## config.mk

```make
export PLATFORM = sky130hd
export DESIGN_NAME = host_mem_cmd_decoder
export DESIGN_NICKNAME = d
export VERILOG_FILES = /design/src/rtl/host_mem_cmd_decoder_pkg.sv /design/src/rtl/host_mem_cmd_decoder.sv
export SDC_FILE = /design/constraint.sdc
export NUM_CORES = 1
export LEC_CHECK = 0
export ABC_AREA = 1
export BUFFER_PORTS_ARGS = -buffer_cell sky130_fd_sc_hd__buf_2
export CAP_MARGIN = 40
export CORE_AREA = 5 5 125 127
export DETAILED_ROUTE_END_ITERATION = 10
export DIE_AREA = 0 0 130 132
export PLACE_DENSITY = 0.66
export RECOVER_POWER = 25
export SLEW_MARGIN = 0
export SYNTH_ARGS = -nofsm -noshare
export SYNTH_HDL_FRONTEND = slang
export SYNTH_SLANG_ARGS = --single-unit
```

## constraint.sdc

```tcl
create_clock -name clk -period 2.19 [get_ports clk]
set_clock_uncertainty 0.15 [all_clocks]
set_input_delay 0.1095 -clock clk [delete_from_list [all_inputs] [get_ports clk]]
set_output_delay 0.1095 -clock clk [all_outputs]
set_load 0.01 [all_outputs]
```

## src/rtl/host_mem_cmd_decoder_pkg.sv

```systemverilog
// Shared constants for the host byte-stream memory command decoder:
// opcodes, widths and the FSM state encoding.
package host_mem_cmd_decoder_pkg;

    localparam int NB      = 16;
    localparam int NB_ADDR = 23;

    localparam logic [7:0] OP_READ  = 8'h10;
    localparam logic [7:0] OP_WRITE = 8'h20;

    localparam logic [3:0] S_IDLE       = 4'd0;
    localparam logic [3:0] S_ADDR2      = 4'd1;
    localparam logic [3:0] S_ADDR1      = 4'd2;
    localparam logic [3:0] S_ADDR0      = 4'd3;
    localparam logic [3:0] S_COUNT      = 4'd4;
    localparam logic [3:0] S_WR_COLLECT = 4'd5;
    localparam logic [3:0] S_WR_ISSUE   = 4'd6;
    localparam logic [3:0] S_RD_ISSUE   = 4'd7;
    localparam logic [3:0] S_RD_WAIT    = 4'd8;
    localparam logic [3:0] S_RD_SEND    = 4'd9;

    // Byte-enable bit for a byte landing in lane addr[0].
    function automatic logic [1:0] lane_mask(input logic lane);
        return lane ? 2'b10 : 2'b01;
    endfunction

endpackage

```

## src/rtl/host_mem_cmd_decoder.sv

```systemverilog
// Parses opcode/address/count headers from the host byte stream and turns
// them into 16-bit word read/write requests; read bytes go back to the host.
module host_mem_cmd_decoder
    import host_mem_cmd_decoder_pkg::*;
#(
    parameter int Nb_addr = NB_ADDR,
    parameter int Nb      = NB
) (
    input  logic               clk,
    input  logic               reset,
    input  logic [7:0]         h2f_data,
    input  logic               h2f_valid,
    output logic               h2f_ready,
    output logic [7:0]         f2h_data,
    output logic               f2h_valid,
    input  logic               f2h_ready,
    output logic               mem_cmd_valid,
    input  logic               mem_cmd_ready,
    output logic               mem_cmd_write,
    output logic [Nb_addr-1:0] mem_cmd_addr,
    output logic [Nb-1:0]      mem_cmd_wdata,
    output logic [1:0]         mem_cmd_be,
    input  logic               mem_rd_valid,
    input  logic [Nb-1:0]      mem_rd_data,
    output logic               busy,
    output logic               err_cmd
);

    localparam int AW = Nb_addr + 1;

    logic [3:0]    state;
    logic [AW-1:0] addr;
    logic [7:0]    remaining;
    logic          is_wr;
    logic          rdy_en;
    logic [Nb-1:0] wbuf;
    logic [1:0]    be_acc;
    logic [7:0]    rdata_hi;

    logic          h2f_fire, f2h_fire, lane;
    logic [AW-1:0] addr_nxt;
    logic [7:0]    rem_nxt;
    logic [Nb-1:0] wdata_merged;

    assign lane     = addr[0];
    assign addr_nxt = addr + 1'b1;
    assign rem_nxt  = remaining - 8'd1;
    assign h2f_fire = h2f_valid & h2f_ready;
    assign f2h_fire = f2h_valid & f2h_ready;
    assign busy     = (state != S_IDLE);

    // rdy_en keeps h2f_ready low until the first edge after reset release.
    assign h2f_ready = rdy_en & (state inside {S_IDLE, S_ADDR2, S_ADDR1, S_ADDR0,
                                               S_COUNT, S_WR_COLLECT});

    always_comb begin
        wdata_merged = wbuf;
        if (lane) wdata_merged[15:8] = h2f_data;
        else      wdata_merged[7:0]  = h2f_data;
    end

    always_ff @(posedge clk) begin
        if (!reset) begin
            state         <= S_IDLE;
            addr          <= '0;
            remaining     <= '0;
            is_wr         <= 1'b0;
            rdy_en        <= 1'b0;
            wbuf          <= '0;
            be_acc        <= '0;
            rdata_hi      <= '0;
            f2h_data      <= '0;
            f2h_valid     <= 1'b0;
            mem_cmd_valid <= 1'b0;
            mem_cmd_write <= 1'b0;
            mem_cmd_addr  <= '0;
            mem_cmd_wdata <= '0;
            mem_cmd_be    <= '0;
            err_cmd       <= 1'b0;
        end else begin
            rdy_en  <= 1'b1;
            err_cmd <= 1'b0;
            case (state)
                S_IDLE: if (h2f_fire) begin
                    if (h2f_data == OP_WRITE || h2f_data == OP_READ) begin
                        is_wr <= (h2f_data == OP_WRITE);
                        state <= S_ADDR2;
                    end else begin
                        err_cmd <= 1'b1;
                    end
                end
                S_ADDR2: if (h2f_fire) begin
                    addr[AW-1:16] <= h2f_data;
                    state         <= S_ADDR1;
                end
                S_ADDR1: if (h2f_fire) begin
                    addr[15:8] <= h2f_data;
                    state      <= S_ADDR0;
                end
                S_ADDR0: if (h2f_fire) begin
                    addr[7:0] <= h2f_data;
                    state     <= S_COUNT;
                end
                S_COUNT: if (h2f_fire) begin
                    remaining <= h2f_data;
                    if (h2f_data == 8'd0) begin
                        state <= S_IDLE;
                    end else if (is_wr) begin
                        wbuf   <= '0;
                        be_acc <= '0;
                        state  <= S_WR_COLLECT;
                    end else begin
                        mem_cmd_valid <= 1'b1;
                        mem_cmd_write <= 1'b0;
                        mem_cmd_addr  <= addr[AW-1:1];
                        mem_cmd_be    <= 2'b11;
                        state         <= S_RD_ISSUE;
                    end
                end
                S_WR_COLLECT: if (h2f_fire) begin
                    addr      <= addr_nxt;
                    remaining <= rem_nxt;
                    // A word is flushed once its high lane fills or the burst ends.
                    if (lane || rem_nxt == 8'd0) begin
                        mem_cmd_valid <= 1'b1;
                        mem_cmd_write <= 1'b1;
                        mem_cmd_addr  <= addr[AW-1:1];
                        mem_cmd_wdata <= wdata_merged;
                        mem_cmd_be    <= be_acc | lane_mask(lane);
                        wbuf          <= '0;
                        be_acc        <= '0;
                        state         <= S_WR_ISSUE;
                    end else begin
                        wbuf   <= wdata_merged;
                        be_acc <= be_acc | lane_mask(lane);
                    end
                end
                S_WR_ISSUE: if (mem_cmd_ready) begin
                    mem_cmd_valid <= 1'b0;
                    state         <= (remaining != 8'd0) ? S_WR_COLLECT : S_IDLE;
                end
                S_RD_ISSUE: if (mem_cmd_ready) begin
                    mem_cmd_valid <= 1'b0;
                    state         <= S_RD_WAIT;
                end
                S_RD_WAIT: if (mem_rd_valid) begin
                    rdata_hi  <= mem_rd_data[15:8];
                    f2h_data  <= lane ? mem_rd_data[15:8] : mem_rd_data[7:0];
                    f2h_valid <= 1'b1;
                    state     <= S_RD_SEND;
                end
                S_RD_SEND: if (f2h_fire) begin
                    addr      <= addr_nxt;
                    remaining <= rem_nxt;
                    if (rem_nxt == 8'd0) begin
                        f2h_valid <= 1'b0;
                        state     <= S_IDLE;
                    end else if (addr_nxt[0]) begin
                        f2h_data <= rdata_hi;
                    end else begin
                        f2h_valid     <= 1'b0;
                        mem_cmd_valid <= 1'b1;
                        mem_cmd_write <= 1'b0;
                        mem_cmd_addr  <= addr_nxt[AW-1:1];
                        mem_cmd_be    <= 2'b11;
                        state         <= S_RD_ISSUE;
                    end
                end
                default: state <= S_IDLE;
            endcase
        end
    end

endmodule

```

# After elaboration in Yosys (flattened, before gate mapping)
# Cells that the tools add are included.
word_totals:
  register_bits: 117
  in_bits: 30
  out_inout_bits: 55
classes:
  n_addsub: 2
  eq_ne: 31
  n_mux: 89
  bitwise_logic: 4
  n_reduce_logical: 30
op_table:
  columns: ["cell", "count"]
  rows:
  - ["23-bit two-way mux", 8]
  - ["8-bit one-hot mux with 3 select lines", 4]
  - ["16-bit two-way mux", 5]
  - ["8-bit two-way mux", 10]
  - ["23-bit one-hot mux with 3 select lines", 1]
  - ["4-bit two-way mux", 14]
  - ["24-bit two-way mux", 2]
  - ["4-bit one-hot mux with 10 select lines", 1]
  - ["2-bit inequality test, second input constant", 16]
  - ["16-bit one-hot mux with 2 select lines", 1]
  - ["2-bit two-way mux", 15]
  - ["24-bit by 1-bit adder with 24-bit output, second input constant", 1]
  - ["1-bit two-way mux", 20]
  - ["4-bit AND reduction", 5]
  - ["4-bit by 3-bit equality test with 1-bit output, second input constant", 4]
  - ["8-bit zero test", 2]
  - ["8-bit one-hot mux with 2 select lines", 1]
  - ["13-bit AND reduction", 1]
  - ["3-bit nonzero test", 4]
  - ["10-bit AND reduction", 1]
  - ["5-bit AND reduction", 2]
  - ["3-bit AND reduction", 3]
  - ["9-bit AND reduction", 1]
  - ["4-bit by 2-bit equality test with 1-bit output, second input constant", 2]
  - ["23 further kinds", 32]

# Depth between registers and ports, before layout
depth:
  depth_word: 6
  depth_mapped: 16
  mapped_depth_nobuf: 15

# Least setup slack after synthesis
# Ideal clock, no wire load.
synth_timing:
  kind: "register to register"
  start: "register remaining[0]"
  end: "register mem_cmd_valid"
  arrival_ps: 1808
  required_ps: 1927
  setup_slack_ps: 120
  stages_incl_launch_ff: 15
  synth_period_minus_slack_ps: 2070
  path_cell_list: "dfxtp_1 inv_1 ha_1 nand3_1 o21ai_0 nand2_1 nor2_2 nand2_2 nand3_2 nand2_1 buf_2 nor2_1 nand2_1 nand2_1 nor2_1"
synth_between:
  elab_chain_len: 5
  word_cells_on_any_way: 6
  classes_between: "1 x add/sub; 2 x eq/ne; 3 x reduce/logical"
synth_lines:
  columns: ["item", "line", "source"]
  rows:
  - ["from (decl)", "host_mem_cmd_decoder.sv:33", "logic [7:0] remaining;"]
  - ["from (signal assigned)", "host_mem_cmd_decoder.sv:105", "remaining <= h2f_data;"]
  - ["from (signal assigned)", "host_mem_cmd_decoder.sv:122", "remaining <= rem_nxt;"]
  - ["from (signal assigned)", "host_mem_cmd_decoder.sv:154", "remaining <= rem_nxt;"]
  - ["8-bit by 1-bit subtractor with 8-bit output (*)", "host_mem_cmd_decoder.sv:47", "assign rem_nxt = remaining - 8'd1;"]
  - ["8-bit zero test (*)", "host_mem_cmd_decoder.sv:124, host_mem_cmd_decoder.sv:155", null]
  - ["1-bit logical OR", "host_mem_cmd_decoder.sv:124", "if (lane || rem_nxt == 8'd0) begin"]
  - ["2-bit by 1-bit inequality test with 1-bit output (no line)", null, null]
  - ["10-bit AND reduction (no line) (*)", null, null]
  - ["to (signal assigned)", "host_mem_cmd_decoder.sv:125", "mem_cmd_valid <= 1'b1;"]
  - ["to (signal assigned)", "host_mem_cmd_decoder.sv:139", "mem_cmd_valid <= 1'b0;"]
  - ["to (signal assigned)", "host_mem_cmd_decoder.sv:162", "mem_cmd_valid <= 1'b1;"]
  - ["to (decl)", "host_mem_cmd_decoder.sv:17", "output logic mem_cmd_valid,"]
# Every way passes the cells marked *; elsewhere a longest branch is shown, timed or not.
# A chain may end at the register's enable or synchronous reset.

# Worst setup path after layout
layout_timing:
  start: "register remaining[1]"
  end: "register mem_cmd_addr[17]"
layout_between:
  elab_chain_len: 5
  word_cells_on_any_way: 6
  classes_between: "1 x add/sub; 2 x eq/ne; 3 x reduce/logical"
layout_lines:
  columns: ["item", "line", "source"]
  rows:
  - ["8-bit by 1-bit subtractor with 8-bit output (*)", "host_mem_cmd_decoder.sv:47", null]
  - ["8-bit zero test (*)", "host_mem_cmd_decoder.sv:124, host_mem_cmd_decoder.sv:155", null]
  - ["1-bit logical OR", "host_mem_cmd_decoder.sv:124", null]
  - ["2-bit by 1-bit inequality test with 1-bit output (no line)", null, null]
  - ["9-bit AND reduction (no line) (*)", null, null]
  - ["to (signal assigned)", "host_mem_cmd_decoder.sv:115", "mem_cmd_addr <= addr[AW-1:1];"]
  - ["to (signal assigned)", "host_mem_cmd_decoder.sv:127", "mem_cmd_addr <= addr[AW-1:1];"]
  - ["to (signal assigned)", "host_mem_cmd_decoder.sv:164", "mem_cmd_addr <= addr_nxt[AW-1:1];"]
  - ["to (decl)", "host_mem_cmd_decoder.sv:20", "output logic [Nb_addr-1:0] mem_cmd_addr,"]
# Marked as above.

==> results.md <==
* Outcome: completed
* CP Capture Type: flop
* Leak at between 3 and 4 nW
* Initial Utilization at about 44%
* Die Y at roughly 130 µm
* Fin. max-slew vios at 0
* Worst-path fanout max at 9
* Die Wd at roughly 130 µm
* Clk_lat worst skew at ~0.42 ns
* Combinational fraction of design power at 28.1%
* Vias per inst at between 5 and 6
* Vias in the first global route at 6201
* Clock Pin Slew Worst Setup and Hold Paths at 0.06 ns
* CP Launch Type: flop
* First-pass GRT wire length at 31200 µm
* CTS Buf Count at 17
* Pwr Density at slightly below 900 nW/µm²
* Worst relative slew slack at 58.2%
* Largest net degree at the start of global routing at 57
* Final critical-path share of the clock period at 99.3%
* Synth Area in Simple Gates at 34.8%
* Filler cell count in the final layout at around 1300
* Total gr overflow at 0
* Number of antenna violations at the first check in global routing at 1
* Final #Nets at 1113
* FFs w/ async S/R, synth at 0%
* Tot Pwr at approximately 7.5 mW
* Sequential area share after synthesis at a little under two fifths
* Final wirelength at 21000 µm
* Syn_area_per_cell at a little under 7 µm²
* Top cells by area, synth: dfxtp_1, nand2_1, nor2_1
* Max-cap violations at 0
* Post-route worst setup slack at 0.0163 ns
* Post-DP HPWL at 13500 µm
* # rows at 44
* Final Hold Fails at 0
* Root buf cell: clkbuf_16
* Number of I/O port buffers at 84
* GRT Overall Usage at 22.7%
* Final Critical Period at 2.17 ns
* Worst EP required at ~2.4 ns
* Die area at 17200 µm²
* Synth Area in Compound Gates at 18.1%
* Internal power at roughly 4.9 mW
* Post-synth top area share at 37.0%
* Crit path DAT at between 2 and 2.5 ns
* EDFF count, synth at 0
* Max Buffers Root-to-Sink at 2
* Max VDD drop at 518 µV
* DR WL/cell at 16.4 µm
* Slew @ Worst Pin at between 0.6 and 0.7 ns
* FMAX at 0.460 GHz
* DR pass1 iterations at 5
* Post-synth top flop: dfxtp_1
* DRC errors left at 0
* Switching power total at between 2 and 3 mW
* CP Class: flop to flop
* Synth Area in XOR/XNOR at 2.49%
* Switch share at between 30% and 40%
* Gate Count Post-Synth at 942
* TritonCTS clock tree: built
* Routability congestion estimate at 0.946
* FF+latch count, synth at 117
* Worst hold path class: primary input to flop
* H-Tree Depth at 4
* Mux cell area share after synthesis at 0%
* Core area at 14300 µm²
* Layout cells sized above 1 at 24.0%
* P&R area growth vs syn at 33.8%
* Reg power frac at 35.2%
* Syn Nets at 975
* TritonCTS Sinks at 117
* Count of different cell masters after synthesis at 38
* Ports at 85
* Largest family of logic cells by synthesized area: simple AND/OR/NAND/NOR gates
* Post-Synth Adder-Cell Area at less than 1%
* Mapped Area at 6340 µm²
* Clock group share of total power at 36.7%
* # setup viols final at 0
* Yosys warnings at 0
* First DRT Iteration DRCs at 672
* Place WS at -0.0185 ns
* Post-synth top area cell: dfxtp_1
* RSZ-0062 raised after global routing: true
* Antenna viol nets, final at 0
* Via count at 6903
-- worst paths after layout --
kind | start | endpoint | slack, ns | cells past startpoint
max | remaining[1]$_SDFFE_PN0P_ | mem_cmd_addr[17]$_SDFFE_PN0P_ | 0.02 | 12
min | mem_rd_data[1] | f2h_data[1]$_SDFFE_PN0P_ | 0.009 | 5
max reg2reg | remaining[1]$_SDFFE_PN0P_ | mem_cmd_addr[17]$_SDFFE_PN0P_ | 0.02 | 12
min reg2reg | mem_cmd_wdata[14]$_SDFFE_PN0P_ | mem_cmd_wdata[14]$_SDFFE_PN0P_ | 0.31 | 2
-- power groups by stage --
stage | Sequential [mW] | Clock [mW] | Combinational (mW)
6_report | 2.64 | 2.75 | 2.10
5_1_grt | 2.67 | 2.91 | 2.31
4_1_cts | 2.62 | 2.78 | 1.88
3_5_place_dp | 2.66 | 0 | 1.84
3_3_place_gp | 2.66 | 0 | 1.84
2_1_floorplan | 2.66 | 0 | 1.23
-- layer usage --
| metal | GRT usage, % | share of wire (%) |
|---|---|---|
| met1 | 28.9 | 43 |
| met2 | 36.5 | 48 |
| met3 | 5.83 | 6.4 |
| met4 | 8.72 | 3.1 |
| met5 | 0 | 0 |
-- cells by family after synthesis --
group	after synthesis
flops	117
xor+xnor	18
compound gates	197
simple gates	500
buf+inv	107
fa+ha+maj	3
-- critical path, cell delays in order, from the launching register on --
cell and delay (ns):
dfxtp_2 0.33, inv_2 0.08, ha_4 0.15, nand3_1 0.10, o21ai_1 0.14, nand2_1 0.11
nor2_4 0.15, nand2_4 0.09, nand3_4 0.12, nand2_8 0.14, clkbuf_16 0.20, nor3_1 0.21
nor2_1 0.07
-- layout by cell type, fill, tap and decap left out, types with 10 or more instances in the layout --
cell           count
nand2_1          251
buf_4             38
dfxtp_1          112
nor2_1           122
nor3_1            12
xor2_1            11
nor3_2            17
a21oi_1           49
a31oi_1           20
inv_1             46
buf_2             84
a22oi_1           10
dlygate4sd3_1     22
nand3_1           47
clkbuf_16         24
o21bai_1          24
inv_2             12
o21ai_0           65
-- registers in the layout, indices dropped and copies added (netlist names), 2 cells and up --
signal,cells
remaining,8
state,4
mem_cmd_wdata,16
addr,24
be_acc,2
mem_cmd_addr,23
rdata_hi,8
wbuf,16
mem_cmd_be,2
f2h_data,8
-- stage by stage --
step / utilization, % / cell area, µm² / hold slack (ns) / TNS (ns) / std cells
2_1_floorplan: - / 6340 / -0.0128 / 0 / 942
3_3_place_gp: 50.0 / 7150 / 0.254 / 0 / 1202
3_5_place_dp: 50.0 / 7150 / 0.254 / -0.0671 / 1202
4_1_cts: 55.6 / 7960 / 0.000344 / 0 / 1256
5_1_grt: 59.2 / 8480 / 0.0140 / -2.38 / 1278
6_report: 59.2 / 8480 / 0.00887 / 0 / 1278
-- repair_timing --
| item | 4_1_cts | 5_1_grt |
|---|---|---|
| hold buffers | 21 | 1 |
| endpoints found under the hold margin | 24 | 1 |
| buffers inserted | 1 | 8 |
| pin swaps | 0 | 8 |
| cloned | 0 | 12 |
| gates resized for setup | 2 | 47 |
| endpoints found under the setup margin | 15 | 78 |
-- cells in the mapped netlist (2+ instances only) --
cell type and instances:
o21ai_1 7, nand3_2 4, a31oi_1 20, nor2_2 9
a21oi_1 50, o21bai_1 26, nand2_2 9, inv_2 10
nor2_1 125, buf_2 17, clkbuf_1 23, dfxtp_1 117
xor2_1 11, inv_1 49, buf_4 4, or2_2 2
nand2_1 253, buf_1 3, nand3_1 49, nand3b_1 4
o21ai_0 67, a22oi_1 16, ha_1 3, nor2_4 2
nand3_4 2, nand4_1 7, nor3_2 11, nor3_1 19
xnor2_1 7, o31ai_1 8
-- layout make-up --
cell class,instances,area (µm²),area share [%]
sequential,117,2350,27.7
inverter,59,224,2.64
antenna,1,2.50,0.0295
multi-input combinational,718,3740,44.1
clock buffer,18,439,5.18
tap,184,230,2.71
clock inverter,14,144,1.70
timing repair buffer,167,1360,16.0
(Power assumes the default switching activity.)
